File: src/rtl/horner_synth_div.sv
// ============================================================================
// Module   : horner_synth_div
// Purpose  : Synthetic division of P(x) by (x - r); streams quotient then remainder.
// Revision : 1.0 - initial release
// ============================================================================
`default_nettype none

module horner_synth_div #(
    parameter int W  = 32,
    parameter int DW = 4
) (
    input  logic          clk,
    input  logic          reset,
    input  logic          start,
    input  logic [W-1:0]  root,
    input  logic [DW-1:0] degree,
    input  logic          in_valid,
    output logic          in_ready,
    input  logic [W-1:0]  in_coef,
    output logic          out_valid,
    input  logic          out_ready,
    output logic [W-1:0]  out_data,
    output logic          out_last,
    output logic          busy,
    output logic          done
);

    typedef enum logic [2:0] {
        S_IDLE   = 3'd0,
        S_ACCEPT = 3'd1,
        S_MUL    = 3'd2,
        S_ADD    = 3'd3,
        S_EMIT   = 3'd4
    } state_t;

    state_t        r_state;
    logic [W-1:0]  r_root;
    logic [W-1:0]  r_coef;
    logic [W-1:0]  r_b;
    logic [W-1:0]  r_prod;
    logic [DW-1:0] r_count;
    logic [W-1:0]  r_out_data;
    logic          r_out_valid;
    logic          r_out_last;
    logic          r_busy;
    logic          r_done;

    logic [W-1:0]  w_prod;
    logic [W-1:0]  w_sum;
    logic          w_in_fire;
    logic          w_out_fire;
    logic          w_last_beat;

    // Both operands are W bits, so the product is naturally truncated to the low W bits.
    assign w_prod      = r_root * r_b;
    assign w_sum       = r_coef + r_prod;
    assign w_in_fire   = in_valid & in_ready;
    assign w_out_fire  = r_out_valid & out_ready;
    assign w_last_beat = (r_count == '0);

    assign in_ready  = (r_state == S_ACCEPT);
    assign out_valid = r_out_valid;
    assign out_data  = r_out_data;
    assign out_last  = r_out_last;
    assign busy      = r_busy;
    assign done      = r_done;

    always_ff @(posedge clk) begin
        if (reset) begin
            r_state     <= S_IDLE;
            r_root      <= '0;
            r_coef      <= '0;
            r_b         <= '0;
            r_prod      <= '0;
            r_count     <= '0;
            r_out_data  <= '0;
            r_out_valid <= 1'b0;
            r_out_last  <= 1'b0;
            r_busy      <= 1'b0;
            r_done      <= 1'b0;
        end else begin
            r_done <= 1'b0;
            case (r_state)
                S_IDLE: begin
                    if (start) begin
                        r_root  <= root;
                        r_count <= degree;
                        r_b     <= '0;
                        r_busy  <= 1'b1;
                        r_state <= S_ACCEPT;
                    end
                end
                S_ACCEPT: begin
                    if (w_in_fire) begin
                        r_coef  <= in_coef;
                        r_state <= S_MUL;
                    end
                end
                S_MUL: begin
                    r_prod  <= w_prod;
                    r_state <= S_ADD;
                end
                S_ADD: begin
                    // Output beat is registered here so it is stable for the whole EMIT stall.
                    r_b         <= w_sum;
                    r_out_data  <= w_sum;
                    r_out_valid <= 1'b1;
                    r_out_last  <= w_last_beat;
                    r_state     <= S_EMIT;
                end
                S_EMIT: begin
                    if (w_out_fire) begin
                        r_out_valid <= 1'b0;
                        r_out_last  <= 1'b0;
                        r_out_data  <= '0;
                        if (w_last_beat) begin
                            r_busy  <= 1'b0;
                            r_done  <= 1'b1;
                            r_state <= S_IDLE;
                        end else begin
                            r_count <= r_count - DW'(1);
                            r_state <= S_ACCEPT;
                        end
                    end
                end
                default: begin
                    r_state <= S_IDLE;
                end
            endcase
        end
    end

endmodule

`default_nettype wire

File: config.mk
export PLATFORM = sky130hd
export DESIGN_NAME = horner_synth_div
export DESIGN_NICKNAME = d
export VERILOG_FILES = /design/src/rtl/horner_synth_div.sv
export SDC_FILE = /design/constraint.sdc
export NUM_CORES = 2
export LEC_CHECK = 0
export CORE_AREA = 4 4 270 272
export CTS_CLUSTER_SIZE = 25
export DETAILED_ROUTE_END_ITERATION = 10
export DIE_AREA = 0 0 274 276
export PLACE_DENSITY = 0.48
export SYNTH_ARGS = -nofsm -noshare
export SYNTH_HDL_FRONTEND = slang
export SYNTH_SLANG_ARGS = --single-unit
File: constraint.sdc
create_clock -name clk -period 9 [get_ports clk]
set_clock_uncertainty 0.15 [all_clocks]
set_input_delay 1.35 -clock clk [delete_from_list [all_inputs] [get_ports clk]]
set_output_delay 1.35 -clock clk [all_outputs]
set_load 0.01 [all_outputs]
# Word-level counts from Yosys, hierarchy flattened
# Index checks and enable logic that the tools add are counted.
[word_totals]
latchBits = 0
regBits = 171
romBits = 0
mem_bits_rw = 0
mem_count = 0
word_cells = 61
in_bits = 73
[op_classes]
multipliers = 1
n_eq_ne = 9
add_sub_neg = 2
shift = 0
mux = 21
n_reduce_logical = 13
div = 0
order_cmp = 0
bitwise = 4
[ops]
columns = ["op", "count"]
rows = [
  ["$pmux 32 s2", 2],
  ["$mux 32", 2],
  ["$add 32x32->32", 1],
  ["$mul 32x32->32", 1],
  ["$pmux 3 s5", 1],
  ["$mux 4", 3],
  ["$mux 3", 3],
  ["$ne 2x2->1 const B", 4],
  ["$pmux 4 s2", 1],
  ["$reduce_and 2->1", 4],
  ["$reduce_and 4->1", 2],
  ["$eq 3x2->1 const B", 2],
  ["$mux 1", 6],
  ["$pmux 1 s2", 3],
  ["$reduce_bool 2->1", 3],
  ["$logic_not 4->1", 1],
  ["$sub 4x1->4 const B", 1],
  ["$eq 3x1->1 const B", 1],
  ["$eq 3x3->1 const B", 1],
  ["$logic_not 3->1", 1],
  ["$reduce_and 3->1", 1],
  ["$reduce_or 3->1", 1],
  ["$and 1x1->1", 2],
  ["$ne 2x1->1 const B", 1],
  ["$not 1->1", 2],
]

# Depth between registers and ports, before layout
[logic_depth]
depth_word = 4
ltp_mapped = 28
ltp_nobuf = 26

# Least setup slack after synthesis
# OpenSTA, ideal clock, no wires.
[synth_path]
kind = "register to register"
start = "register r_root[13]"
end = "register r_prod[23]"
stages_incl_launch_ff = 24
path_buffers = 2
slack_ps = 1928
arrival_time_ps = 6800
period_less_slack_ps = 7072
required_ps = 8728
cell_sequence = "dfxtp_1 clkbuf_1 clkbuf_1 nand2_1 fa_1 fa_1 inv_1 fa_1 inv_1 fa_1 fa_1 fa_1 inv_1 fa_1 fa_1 ha_1 and3_1 a221oi_1 o21ai_2 a21o_1 nand2_1 a21oi_1 mux2_1 a311o_1"
[synth_between]
elab_chain_cells = 1
[synth_lines]
columns = ["element", "line_no", "text"]
rows = [
  ["start: declaration", "37", "logic [W-1:0] r_root;"],
  ["start signal: assignment", "86", "r_root <= root;"],
  ["$mul 32x32->32", "55", "assign w_prod = r_root * r_b;"],
  ["end signal: assignment", "100", "r_prod <= w_prod;"],
  ["end: declaration", "40", "logic [W-1:0] r_prod;"],
]
# No other way between the ends.
# A chain may end at the register's enable or synchronous reset.

# Worst setup path in the final report
[layout_path]
start = "register r_b[5]"
end = "register r_prod[31]"
[layout_between]
elab_chain_cells = 1
[layout_lines]
columns = ["element", "line_no", "text"]
rows = [
  ["start: declaration", "39", "logic [W-1:0] r_b;"],
  ["start signal: assignment", "105", "r_b <= w_sum;"],
  ["$mul 32x32->32", "55", ""],
]
# No other way between the ends.

==> impl_metrics.csv <==
group,metric,value,unit
run_status,status,"finished, final reports clean",
yosys,ys_seq_elements,171,
critical_path,reg2reg_depth,22,
critical_path,crit_fanout,17,
critical_path,crit_family,"adder cells",
clocking,cts_setup_buffers,0,
routing,wl,73.5,mm
routing,drc,0,
critical_path,cp-end-kind,"flip-flop",
min_path,min_path_type,"reg2reg",
sta,min_period,7900,ps
placed_design,place_area,0.0252,sq mm
sta,rsz0062_at_grt,"false",
yosys,postSynth.asyncResetShare,0,%
routing,detail-route-antenna-nets,0,
sta,finalSetupTns,0,ps
finish,final_area,0.0258,sq mm
die,pin_count,110,
yosys,synth_enable_flop_cells,0,
clocking,cts.hold.buffers_added,0,
critical_path,start_kind,"flip-flop",
critical_path,rr_endpoint,"r_prod[31]$_SDFFE_PP0P_",
min_path,hold_path_depth,2,
yosys,synthDistinctLibCells,81,
routing,vias,17700,
die,core,0.0708,sq mm
yosys,synth_fa_ha_area_share,43.8,%
grt,grt_max_degree,77,
die,die_h,276,microns
finish,layout.cells.most_common,"nand2_1",
min_path,hold_start,"out_data[19]$_SDFFE_PP0P_",
critical_path,critPathBufInv,3,
clocking,path_clk_slew,80,ps
sta,relSlewSlack,15.6,%
clocking,cts_tree,"done",
clocking,clockRootBuffer,"clkbuf_16",
finish,layout-drive-gt1-share,4.30,%
yosys,muxShareOfSynthArea,0.135,%
routing,firstDrtPassIters,5,
sta,finalMaxSlewViolations,0,
pwr,ir_drop,91.0,uV
yosys,yosysSeqAreaShare,14.8,%
yosys,synth_xor_area_share,4.04,%
finish,multiInputGateArea,0.0177,sq mm
finish,final_nets,3320,
finish,fill_cells,7345,
job,drv_cap,0,
yosys,synth_compound_gate_area_share,9.10,%
critical_path,worstPathRequired,9230,ps
yosys,syn_area,0.0231,sq mm
yosys,yosys_most_used_dff,"dfxtp_1",
finish,final_cell_mix,"nand2_1, fa_1, inv_1",
sta,max_freq,127,MHz
pwr,p_total,1.79,mW
routing,via_per_inst,4.85,
placed_design,post-place-ws,1130,ps
clocking,cts_buffers,17,
finish,regArea,0.00343,sq mm
critical_path,crit_top_cell,"fa_1",
yosys,synth_top_family_by_area,"adder cells",
critical_path,cp.arrival,8130,ps
critical_path,r2r-start,"r_b[5]$_SDFFE_PP0P_",
min_path,hold_path_end,"out_data[19]$_SDFFE_PP0P_",
sta,worstMarginPinSlew,1270,ps
clocking,cts_resized,0,
placed_design,portBuffers,109,
critical_path,rrSetupSlack,1100,ps
critical_path,criticalPathCategory,"reg2reg",
yosys,netlist_instances,2654,
sta,setup_violations,0,
sta,setup_ws,1100,ps
grt,antenna_found_initial,9,
placed_design,gp_congestion,0.858,
die,die_w,274,microns
clocking,clkSinkCount,171,
routing,wl_per_cell,20.1,microns
grt,grt_overflow,0,
critical_path,max_stage_delay,690,ps
clocking,cts.htree.levels,4,
sta,fin_crit_sh,87.8,%
yosys,syn_nets,3291,
die,start_util,32.7,%
die,die_area,0.0756,sq mm
die,fp-row-count,98,
yosys,synthSimpleGateAreaFrac,19.4,%
placed_design,hpwl,59.2,mm
grt,grt_pass1_vias,19100,
grt,grt_use_total,19.7,%
critical_path,cpMaxStageDelayCell,"dfxtp_1",
clocking,insertion_delay,450,ps
finish,area_growth,11.5,%
clocking,clk_path_buf_depth,2,
pwr,p_per_area,69.6,mW/mm^2
routing,initialDrtViolationCount,832,
pwr,p_leak,11.7,nW
sta,hold_viol_final,0,
critical_path,path_cells,"buf_4 > and2_1 > fa_1 > fa_1 > fa_1 > inv_1 > fa_1 > fa_1 > fa_1 > inv_1 > fa_1 > fa_1 > ha_1 > and3_1 > a221oi_1 > and3b_1 > a211oi_2 > o21ai_1 > o41ai_2 > xnor2_1 > nand2_1 > a21oi_1",
grt,grt_pass1_wl,115,mm
yosys,yosys_warnings,0,
yosys,synth_area_per_cell,8.72,sq um
state kept, by name, indices dropped and copies added (netlist names):
name / flops
out_last: 1
busy: 1
r_prod: 32
out_data: 32
r_coef: 32
r_state: 3
done: 1
r_root: 32
r_b: 32
r_count: 4
out_valid: 1
cell type report:
cell class	count	share of cell area (%)
antenna	5	0.0485
clock buffer	18	1.70
clock inverter	14	0.568
inverter	390	5.68
multi-input combinational	1949	68.6
sequential	171	13.3
tap	950	4.61
timing repair buffer	154	5.53
how the worst max path moves through the flow:
| stage | to | depth (start not counted) | slack, ps | from |
|---|---|---|---|---|
| 6_report | r_prod[31]$_SDFFE_PP0P_ | 22 | 1100 | r_b[5]$_SDFFE_PP0P_ |
| 5_1_grt | r_prod[31]$_SDFFE_PP0P_ | 22 | 760 | r_b[5]$_SDFFE_PP0P_ |
| 4_1_cts | r_prod[31]$_SDFFE_PP0P_ | 22 | 1060 | r_b[5]$_SDFFE_PP0P_ |
| 3_5_place_dp | r_prod[31]$_SDFFE_PP0P_ | 22 | 1130 | r_b[5]$_SDFFE_PP0P_ |
| 3_3_place_gp | r_prod[31]$_SDFFE_PP0P_ | 22 | 1170 | r_b[5]$_SDFFE_PP0P_ |
| 2_1_floorplan | r_prod[23]$_SDFFE_PP0P_ | 23 | 1930 | r_root[13]$_SDFFE_PP0P_ |
synthesized netlist by cell type (5+ instances only):
cell,instances,share of area [%]
o31ai_1,5,0.16
and3_1,5,0.14
a21oi_1,171,3.7
a211oi_1,11,0.36
xor2_1,28,1.1
fa_1,409,35
a22o_1,10,0.38
nor3_1,16,0.35
dfxtp_1,171,15
nand4_1,7,0.19
inv_1,390,6.3
nand2_1,524,8.5
nor2_1,50,0.81
o21ai_0,33,0.71
clkbuf_1,135,2.2
o211ai_1,5,0.16
a21o_1,25,0.81
and2_1,290,7.8
a31oi_1,7,0.19
xnor2_1,76,2.9
o21a_1,9,0.29
ha_1,155,8.4
nand3_1,21,0.45
nand2b_1,6,0.16
per-layer routing:
metal	GRT usage, %	up-vias	wire length [microns]
met4	5.64	6	2150
met3	3.83	73	4350
met1	28.0	8976	34300
met5	0	-	46
met2	30.7	442	32600
li1	-	8219	-
tightest hold or removal path: cells and delay by family (launching register included):
kind | cells | cell delay [ps]
flip-flops | 1 | 310
AND/OR/NAND/NOR | 2 | 90
cell families after synthesis:
| logic type | Yosys count |
|---|---|
| buffers and inverters | 534 |
| AOI/OAI and AO/OA | 331 |
| muxes | 3 |
| xor gates and xnor gates | 105 |
| DFF | 171 |
| adders and majority gates | 564 |
| and+or+nand+nor | 946 |
where the power goes:
group          internal [mW]  switching (mW)  leakage [nW]
logic                 0.0732           0.130          9.99
registers              0.778          0.0600          1.39
clock network          0.378           0.375         0.284
total                   1.23           0.565          11.7
metrics by stage:
step | hold WS [ps] | utilization, % | cells
after floorplan | 284 | - | 2654
after global placement | 282 | 35.6 | 3614
after detailed placement | 283 | 35.6 | 3614
after CTS | 294 | 36.4 | 3646
after global routing | 329 | 36.4 | 3648
final | 294 | 36.5 | 3651
Note: power is estimated with default switching activity, not from simulation.
==> RTL edit, RTL diff (same settings) <==
The parameter `DW` goes from 4 to 3.
--- a/src/rtl/horner_synth_div.sv
+++ b/src/rtl/horner_synth_div.sv
@@ -8,5 +8,5 @@
 module horner_synth_div #(
     parameter int W  = 32,
-    parameter int DW = 4
+    parameter int DW = 3
 ) (
     input  logic          clk,
Interface: changed (resized degree); port bits go from 110 to 109. No check against the original RTL was run, so the function may have changed too.
==> RTL edit against the original RTL <==
- count of clock-buffer cells in the layout is 4 higher
- setup slack worse by 0.16 ns
- non-clock buffer count is 1 lower
- sequential share of layout area hardly changed
- cell area is 0.81% lower
- sequential cell count is 1 lower
- total power is 9.1% higher
- global-route usage is 0.59 points lower
- synthesized cell count hardly changed
- hold slack better by 0.0081 ns
- wire length is 4.1% lower
- synthesized area is 1.0% lower
- largest cell class unchanged
==> RTL edit: results (changes against the original RTL) <==
run_status:
  status: "completed"
route:
  avgViaCountPerCell: 4.79  # -1.4%
  routed.top_layer: "met4"
  drtIter0Drc: 959  # +15%
  met3WireLength_um: 3010  # -31%
  wl_met1_um: 34100  # -0.57%
  wl_per_cell_um: 19.3  # -3.9%
  wl_met2_um: 31900  # -2.1%
global_route:
  track_usage_pct: 19.2  # -0.59 points
  grt_max_degree: 88  # +14%
  grt_pass1_wl_um: 112000  # -2.3%
  met2_usage_pct: 30.4  # -0.35 points
  grtUsageMet1_pct: 27.8  # -0.17 points
  first_global_vias: 18900  # -0.72%
  met3_usage_pct: 2.36  # -1.5 points
  antenna_found_initial: 0  # -9
synth:
  synth_nets: 3289  # -0.061%
  synth_fa_ha_area_share_pct: 44.3  # +0.50 points
  synthMuxAreaShare_pct: 0.131  # -0.0041 points
  ys_seq_area_share_pct: 14.9  # +0.064 points
  synthXorXnorAreaFrac_pct: 4.09  # +0.058 points
  yosys-top-cells-count: "nand2_1 (545), inv_1 (410), fa_1 (409)"
  yosys-top-cells-area: "fa_1 (36%), dfxtp_1 (15%), nand2_1 (8.9%), ha_1 (8.5%), and2_1 (6.9%)"
  synth_compound_area_share_pct: 8.66  # -0.44 points
  ys_types: 63  # -22%
  async_reset_ff_share_pct: 0  # unchanged
power:
  p_int_mw: 1.31  # +6.2%
  ir_drop_v: 0.000132  # +46%
  seq_power_share_pct: 44.7  # -2.0 points
  p_leak_nw: 11.7  # about the same
  pg_clk_mw: 0.767  # +2%
timing:
  tightest_slew_ns: 1.19  # -0.0754 ns
setup_path:
  worstPathArrival_ns: 8.26  # +0.13 ns
  crit_fanout: 13  # -4
  cp_slowest_stage_delay_ns: 0.98  # +0.29 ns
placed_design:
  dpl.hpwl_um: 57600  # -2.7%
  portBuffers: 108  # -0.92%
  gp_congestion: 0.888  # +3.5%
  placed_area_um2: 25000  # -0.75%
worst_hold_path:
  min_path_type: "reg2reg"
clock_tree:
  postCtsSetupBuffers: 0  # unchanged
  post_cts_resized: 0  # unchanged
  h-tree-depth: 4  # unchanged
  insertion_delay_ns: 0.47  # +0.02 ns
layout:
  drive_gt1_share_pct: 3.45  # -0.85 points
-- RTL edit: worst paths after layout --
check                from           end  slack (ns)  cells after the start
max reg2reg    r_root[10]    r_prod[30]        0.94                     25
min reg2reg  out_data[20]  out_data[20]        0.30                      2
min          out_data[20]  out_data[20]        0.30                      2
max            r_root[10]    r_prod[30]        0.94                     25
-- RTL edit: layout make-up --
| class | instances | area, um^2 |
|---|---|---|
| antenna | 1 | 2.50 |
| clock buffer | 22 | 474 |
| clock inverter | 10 | 103 |
| fill | 7334 | 45200 |
| inverter | 410 | 1540 |
| multi-input combinational | 1929 | 17400 |
| sequential | 170 | 3410 |
| tap | 950 | 1190 |
| timing repair buffer | 153 | 1430 |
-- RTL edit: per-stage QoR --
stage                     util [%]  setup slack (ns)  std cells  power (mW)
after global routing          36.2             0.576       3644        2.04
after detailed placement      35.3              1.06       3612        1.21
after CTS                     36.2             0.998       3644        1.98
after global placement        35.3              1.07       3612        1.21
after floorplan                  -              1.93       2652        1.02
final                         36.2             0.942       3645        1.96
